$ cat src/rtl/movement_controller.sv
// rtl/movement_controller.sv - grid movement sequencer around the combinational collision detector
module movement_controller #(
    parameter int START_X         = 1,
    parameter int START_Y         = 1,
    parameter int EXIT_X          = 18,
    parameter int EXIT_Y          = 13,
    parameter int SETTLE_CYCLES   = 2,
    parameter int COOLDOWN_CYCLES = 12500000,
    parameter int CD_W            = 24
) (
    input  logic            clk,
    input  logic            resetn,
    input  logic            move_req,
    input  logic [2:0]      move_dir,
    input  logic [4:0]      det_new_x,
    input  logic [4:0]      det_new_y,
    output logic [4:0]      det_x,
    output logic [4:0]      det_y,
    output logic [2:0]      det_move,
    output logic [1:0]      det_map,
    output logic [4:0]      pos_x,
    output logic [4:0]      pos_y,
    output logic [1:0]      map_sel,
    output logic            move_ack,
    output logic            moved,
    output logic            blocked,
    output logic            map_changed,
    output logic            busy
);

    localparam logic [1:0] ST_IDLE     = 2'd0;
    localparam logic [1:0] ST_QUERY    = 2'd1;
    localparam logic [1:0] ST_COMMIT   = 2'd2;
    localparam logic [1:0] ST_COOLDOWN = 2'd3;

    localparam logic [4:0]      START_X5    = 5'(START_X);
    localparam logic [4:0]      START_Y5    = 5'(START_Y);
    localparam logic [4:0]      EXIT_X5     = 5'(EXIT_X);
    localparam logic [4:0]      EXIT_Y5     = 5'(EXIT_Y);
    localparam logic [3:0]      SETTLE_LOAD = 4'(SETTLE_CYCLES - 1);
    localparam logic [CD_W-1:0] CD_LOAD     = CD_W'(COOLDOWN_CYCLES - 1);

    logic [1:0]      state;
    logic [3:0]      settle_cnt;
    logic [CD_W-1:0] cd_cnt;
    logic            dir_valid;
    logic            at_exit;
    logic            pos_differs;

    always_comb begin
        dir_valid = 1'b0;
        case (move_dir)
            3'b100, 3'b001, 3'b010, 3'b011: dir_valid = 1'b1;
            default:                        dir_valid = 1'b0;
        endcase
    end

    assign at_exit     = (det_new_x == EXIT_X5) && (det_new_y == EXIT_Y5);
    assign pos_differs = (det_new_x != pos_x) || (det_new_y != pos_y);

    // The detector is purely combinational, so it always sees the committed position.
    assign det_x   = pos_x;
    assign det_y   = pos_y;
    assign det_map = map_sel;
    assign busy    = (state != ST_IDLE);

    always_ff @(posedge clk or negedge resetn) begin
        if (!resetn) begin
            state       <= ST_IDLE;
            settle_cnt  <= '0;
            cd_cnt      <= '0;
            det_move    <= 3'b000;
            pos_x       <= START_X5;
            pos_y       <= START_Y5;
            map_sel     <= 2'd0;
            move_ack    <= 1'b0;
            moved       <= 1'b0;
            blocked     <= 1'b0;
            map_changed <= 1'b0;
        end else begin
            move_ack    <= 1'b0;
            moved       <= 1'b0;
            blocked     <= 1'b0;
            map_changed <= 1'b0;
            case (state)
                ST_IDLE: begin
                    if (move_req && dir_valid) begin
                        det_move   <= move_dir;
                        move_ack   <= 1'b1;
                        settle_cnt <= SETTLE_LOAD;
                        state      <= ST_QUERY;
                    end
                end
                ST_QUERY: begin
                    if (settle_cnt == 4'd0) begin
                        state <= ST_COMMIT;
                    end else begin
                        settle_cnt <= settle_cnt - 4'd1;
                    end
                end
                ST_COMMIT: begin
                    det_move <= 3'b000;
                    cd_cnt   <= CD_LOAD;
                    state    <= ST_COOLDOWN;
                    // Exit takes priority: the player is respawned on the next map.
                    if (at_exit) begin
                        pos_x       <= START_X5;
                        pos_y       <= START_Y5;
                        map_sel     <= map_sel + 2'd1;
                        map_changed <= 1'b1;
                        moved       <= 1'b1;
                    end else if (pos_differs) begin
                        pos_x <= det_new_x;
                        pos_y <= det_new_y;
                        moved <= 1'b1;
                    end else begin
                        blocked <= 1'b1;
                    end
                end
                ST_COOLDOWN: begin
                    if (cd_cnt == '0) begin
                        state <= ST_IDLE;
                    end else begin
                        cd_cnt <= cd_cnt - 1'b1;
                    end
                end
                default: state <= ST_IDLE;
            endcase
        end
    end

endmodule

$ cat config.mk
export PLATFORM = sky130hd
export DESIGN_NAME = movement_controller
export DESIGN_NICKNAME = d
export VERILOG_FILES = /design/src/rtl/movement_controller.sv
export SDC_FILE = /design/constraint.sdc
export NUM_CORES = 1
export LEC_CHECK = 0
export ABC_AREA = 1
export BUFFER_PORTS_ARGS = -buffer_cell sky130_fd_sc_hd__buf_2
export CAP_MARGIN = 40
export CORE_AREA = 5 5 115 106
export DETAILED_ROUTE_END_ITERATION = 8
export DIE_AREA = 0 0 120 111
export GPL_ROUTABILITY_DRIVEN = 1
export PLACE_DENSITY_LB_ADDON = 0.15
export RECOVER_POWER = 25
export SYNTH_ARGS = -nofsm -noshare
export SYNTH_HDL_FRONTEND = slang
export SYNTH_SLANG_ARGS = --single-unit
$ cat constraint.sdc
create_clock -name clk -period 1.52 [get_ports clk]
set_input_delay 0.456 -clock clk [delete_from_list [all_inputs] [get_ports clk]]
set_output_delay 0.456 -clock clk [all_outputs]
set_load 0.01 [all_outputs]
==> results.toml, run 1 <==
[run_status]
status = "finished, violations left"
violations = "negative setup slack"

[route]
drc_errors = 0
final_antenna_net_count = 0
drt_wl_total_mm = 8.34
first_iter_violations = 130
num_vias = 3089
routed_via_density = 4.44
wl_per_cell_um = 12.0
first_pass_iters = 4

[cts]
cts_sinks = 49
clk_latency_ns = 0.29
cts_tree = "yes"
path_clk_slew_ns = 0.07
ctsHoldBuffers = 0
cts_made_buffers = 5
root_buffer = "clkbuf_16"
cts_buffer_depth = 2
htree_levels = 2

[pwr]
power_mw = 8.56
cellPowerDensity_nw_per_um2 = 1930
p_leak_nw = 2.32
peakVddDrop_v = 0.000825

[setup_path]
crit_path_end_kind = "output pin"
cp_max_fo = 4
rrSetupSlack_ns = -0.03
crit_arrival_ns = 1.10
start_kind = "flip-flop"
cp.required_ns = 1.06
worstSetupPathType = "reg2out"

[timing]
report.final.slew_viol_count = 0
tightestPinTransition_ns = 0.582
fmax_mhz = 644
fin_worst_skew_ns = 0.00632
fin_crit_ns = 1.55
tns_ns = -0.275
slew-limit-headroom = 0.612
setup_violations = 16
fin_crit_sh = 1.02
hold_viol = 0
hold_slack_ns = 0.0947
rsz0062_at_grt = "yes"
fin_ws_ns = -0.0338

[logic_synthesis]
syn_nets = 488
synth-main-ff-cell = "dfrtp_1"
synth_seq_cells = 49
synth.largest_area_cell = "dfrtp_1"
synth.top_cell.area_share = 0.371
postSynthCellCount = 464
synth.distinct_cells = 27
ys_seq_area_frac = 0.388
synth_common_cells = "nand2_1 (151), inv_1 (62), nor2_1 (57)"
yosys_warnings = 0
synth-edff-count = 0
synth_area_per_cell_um2 = 6.83
ys_async_sr_fraction = 1.00
synth.most_common_cell = "nand2_1"
synth_top_cells_by_area = "dfrtp_1 (37%), nand2_1 (18%), nand3_1 (8.5%)"
syn_area_um2 = 3170

[job]
maxCapViolCount = 0

[die]
coreArea_um2 = 10800
die-area_um2 = 13300
fp-row-count = 36
die_w_um = 120
pin_count = 48
fp.dieH_um = 111
initial_utilization = 0.294

[placement]
portBuffers = 47
place_ws_ns = -0.0805
dp.cells = 673
place_hpwl_mm = 6.14
gp_congestion = 0.820
placed_cell_area_um2 = 3840

[finish]
area_delta_synth_final_pct = 39.9
layout-drive-gt1-share = 0.359
fin_util = 0.412
stdcell_area_um2 = 4430
n_antenna_cell = 0
nets = 585
final-instance-count-excl-fill = 695

[grt]
grt_pass1_wl_mm = 13.6
grt_pass1_vias = 2985
grt_max_degree = 42
antenna_found_initial = 0
grt_overflow = 0
grt.total_usage = 0.123

[hold_path]
hold_class = "in2async"
## kinds of logic (layout without fill, tap and decap cells)
group / after synthesis / after routing / share of synthesized area
AND/OR/NAND/NOR: 289 / 289 / 0.393
buffers and inverters: 84 / 182 / 0.120
flip-flops: 49 / 49 / 0.388
AO/OA/AOI/OAI: 27 / 27 / 0.0474
adder cells (fa/ha/maj): 8 / 8 / 0.0316
XOR/XNOR: 7 / 7 / 0.0194
## path summary, 6_finish.rpt
| path | start | end | depth (start not counted) |
|---|---|---|---|
| worst min register to register | settle_cnt[0]$_DFFE_PN0P_ | settle_cnt[0]$_DFFE_PN0P_ | 1 |
| min in group clk | det_new_y[4] | det_y[4]$_DFFE_PN0P_ | 3 |
| max in group asynchronous | resetn | cd_cnt[22]$_DFFE_PN0P_ | 2 |
| worst min-delay path | resetn | det_move[2]$_DFFE_PN0P_ | 1 |
| worst max-delay path | det_y[0]$_DFFE_PN1P_ | det_y[0] | 2 |
| worst max register to register | cd_cnt[3]$_DFFE_PN0P_ | cd_cnt[0]$_DFFE_PN0P_ | 9 |
## sequential cells by signal, summed over array words and instances (netlist names)
register	flops
blocked	1
cd_cnt	24
state	2
map_changed	1
det_move	3
det_y	5
det_map	2
move_ack	1
det_x	5
moved	1
settle_cnt	4
## per-layer routing
metal	vias up	track usage	routed length [um]
li1	1632	-	-
met1	1412	0.165	3980
met2	40	0.207	4010
met3	5	0.0214	289
met4	0	0.0244	61
met5	-	0	0
## worst max-delay path, cell delays in order (launching register included)
cell	delay (ns)
dfstp_2	0.57
buf_4	0.12
buf_2	0.12
## layout by cell type (no fill, tap or decap), types with 4 or more instances in the layout
master / synthesis / routed
buf_4: 12 / 52
nor2_4: 1 / 4
xor2_1: 4 / 4
o21ai_2: 3 / 9
inv_1: 62 / 52
nand2_2: 2 / 18
nand3_2: 1 / 6
nor2_1: 57 / 43
nand2_1: 151 / 128
o21ai_1: 0 / 6
nor2_2: 8 / 19
nand3_1: 54 / 49
clkbuf_16: 0 / 7
nand4_1: 10 / 10
dfrtp_1: 47 / 47
inv_2: 0 / 10
nand2_4: 1 / 7
o21ai_0: 21 / 9
buf_6: 2 / 12
buf_2: 5 / 42
## power breakdown
| group | total, mW | switching, mW | internal (mW) |
|---|---|---|---|
| clock network | 1.27 | 0.492 | 0.781 |
| logic | 5.04 | 2.75 | 2.28 |
| registers | 2.25 | 0.448 | 1.80 |
## cell type report
cell class / count / area (um^2)
Clock buffer: 6 / 129
Clock inverter: 2 / 38.8
Fill cell: 1088 / 6330
Inverter: 62 / 233
Multi-Input combinational cell: 331 / 1800
Sequential cell: 49 / 1230
Tap cell: 133 / 166
Timing Repair Buffer: 112 / 837
## what timing repair did
action | CTS | global route
cloned | 0 | 3
resized for setup | 8 | 91
hold endpoints to repair | 0 | 0
endpoints found under the setup margin | 8 | 47
setup buffers | 5 | 8
pin swaps | 1 | 17
Power figures use the tool's default switching activity.
==> inputs of run 2 (changes only) <==
--- a/config.mk
+++ b/config.mk
@@ -9,6 +9,7 @@
 export BUFFER_PORTS_ARGS = -buffer_cell sky130_fd_sc_hd__buf_2
 export CAP_MARGIN = 40
 export CORE_AREA = 5 5 115 106
+export CTS_BUF_LIST = sky130_fd_sc_hd__clkbuf_8
 export DETAILED_ROUTE_END_ITERATION = 8
 export DIE_AREA = 0 0 120 111
 export GPL_ROUTABILITY_DRIVEN = 1
==> run 2 against run 1 <==
Effect of this change: the flow still finishes with violations (negative setup slack); count of clock-buffer cells in the layout shrank 1; final area rose by 1.2%; maximum frequency fell by 0.45%; combinational power grew 4.8%; first-iteration DRC count rose by 13%; power shrank 0.92%; sequential share of layout area shrank 0.27 points; final cell count is 1.3% higher; register-to-register slack is essentially flat; setup slack lost 0.0070 ns; critical path type unchanged; largest power group unchanged.
==> results.toml, run 2 (same netlist as run 1, synthesis figures left out) <==
[placement]
dp.cells = 673
gp_congestion = 0.820
portBuffers = 47
place_hpwl_mm = 6.14

[route]
drt_wl_total_mm = 8.61
num_vias = 3191
first_iter_violations = 147
first_pass_iters = 4
routed_via_density = 4.53
final_antenna_net_count = 0
drc_errors = 0
wl_per_cell_um = 12.2

[finish]
multi_input_area_um2 = 1830
layout-drive-gt1-share = 0.387
area_delta_synth_final_pct = 41.5
regArea_um2 = 1230
nets = 594
n_antenna_cell = 0
largest_reg_flops = 24
final-instance-count-excl-fill = 704
top_register = "cd_cnt"
most-common-layout-cells = "nand2_1 (123), buf_4 (61), inv_1 (54), nand3_1 (50), dfrtp_1 (45)"
fillerInstances = 1094
layout_commonest_cell = "nand2_1"

[cts]
cts_made_buffers = 5
cts_tree = "yes"
cts_sinks = 49
htree_levels = 2
root_buffer = "clkbuf_8"
path_clk_slew_ns = 0.10
clk_latency_ns = 0.30
cts_buffer_depth = 2

[setup_path]
cp.required_ns = 1.06
worstSetupPathType = "reg2out"
r2r_cells = 9
crit_path_end_kind = "output pin"
r2r_end = "cd_cnt[13]$_DFFE_PN0P_"
start_kind = "flip-flop"
crit_arrival_ns = 1.10
cp_max_fo = 4
rrSetupSlack_ns = -0.02
r2r-start = "cd_cnt[9]$_DFFE_PN0P_"

[die]
fp.dieH_um = 111
initial_utilization = 0.294
die_w_um = 120
pin_count = 48
die-area_um2 = 13300
coreArea_um2 = 10800
fp-row-count = 36

[grt]
grt.total_usage = 0.122
grt_pass1_wl_mm = 13.6
grt_overflow = 0
grt_pass1_vias = 2995
grt_max_degree = 42
antenna_found_initial = 0

[hold_path]
hp-start = "det_new_y[4]"
hold_class = "in2reg"
whs_path_depth = 3
hold_end = "det_y[4]$_DFFE_PN0P_"

[timing]
hold_viol = 0
fin_ws_ns = -0.0407
fin_worst_skew_ns = 0.00639
fmax_mhz = 641
rsz0062_at_grt = "yes"
slew-limit-headroom = 0.658
setup_violations = 17
report.final.slew_viol_count = 0
fin_crit_ns = 1.56
tightestPinTransition_ns = 0.512
fin_crit_sh = 1.03

[job]
maxCapViolCount = 0

[pwr]
p_leak_nw = 2.33
cellPowerDensity_nw_per_um2 = 1890
peakVddDrop_v = 0.000764
power_mw = 8.48

[run_status]
violations = "negative setup slack"
status = "finished, violations left"
## run 2: cell types whose count changed in the layout (fill, tap and decap cells not counted), sizes merged
cell / delta
buf: +9
clkbuf: -2
dlygate4sd3: +1
inv: +1
## run 2: layout make-up
cell class	instances	area share
Clock buffer	5	0.0153
Timing Repair Buffer	121	0.205
Clock inverter	3	0.00949
Sequential cell	49	0.275
Inverter	62	0.0519
Tap cell	133	0.0371
Multi-Input combinational cell	331	0.407
## run 2: worst max-delay path, stage by stage, from the launching register on
cell and delay, ns:
dfstp_2 0.58, buf_4 0.13, buf_6 0.09
## run 2: worst max path at each step
stage,from,to,slack [ns],cells past startpoint
2_1_floorplan,cd_cnt[5]$_DFFE_PN0P_,cd_cnt[22]$_DFFE_PN0P_,0.008,10
3_3_place_gp,det_new_y[0],det_x[0]$_DFFE_PN1P_,-0.05,12
3_5_place_dp,det_new_y[0],det_x[4]$_DFFE_PN0P_,-0.08,12
4_1_cts,state[1]$_DFFE_PN0P_,busy,-0.04,4
5_1_grt,cd_cnt[5]$_DFFE_PN0P_,cd_cnt[20]$_DFFE_PN0P_,-0.1,9
6_report,det_y[0]$_DFFE_PN1P_,det_y[0],-0.04,2
## run 2: layer usage
metal / routed length, um / share of wire / global-route usage / vias up
met2: 4290 / 0.50 / 0.205 / 40
met3: 235 / 0.027 / 0.0214 / 6
li1: - / - / - / 1646
met5: 0 / 0 / 0 / -
met4: 75 / 0.0087 / 0.0237 / 0
met1: 4010 / 0.47 / 0.165 / 1499
## run 2: where the power goes
group	switching, mW	leakage (nW)	internal [mW]	total, mW
Clock	0.454	0.0595	0.488	0.942
Sequential	0.453	0.605	1.81	2.26
Combinational	2.84	1.66	2.44	5.28
## run 2: repair_timing
item | in CTS | in global routing
setup endpoints to repair | 11 | 47
pin swaps | 1 | 21
resized for setup | 11 | 100
cloned | 0 | 3
endpoints found under the hold margin | 7 | 0
hold buffers | 1 | 0
setup buffers | 6 | 14
## run 2: stage by stage
| step | setup slack [ns] | hold slack (ns) | utilization | TNS, ns | instance area, um^2 |
|---|---|---|---|---|---|
| finish | -0.0407 | 0.407 | 0.417 | -0.229 | 4480 |
| global route | -0.100 | 0.409 | 0.417 | -3.65 | 4480 |
| global placement | -0.0500 | 0.330 | 0.357 | -0.404 | 3840 |
| detailed placement | -0.0805 | 0.332 | 0.357 | -0.744 | 3840 |
| floorplan | 0.00824 | 0.160 | - | 0 | 3170 |
| CTS | -0.0354 | 0.417 | 0.375 | -0.113 | 4030 |
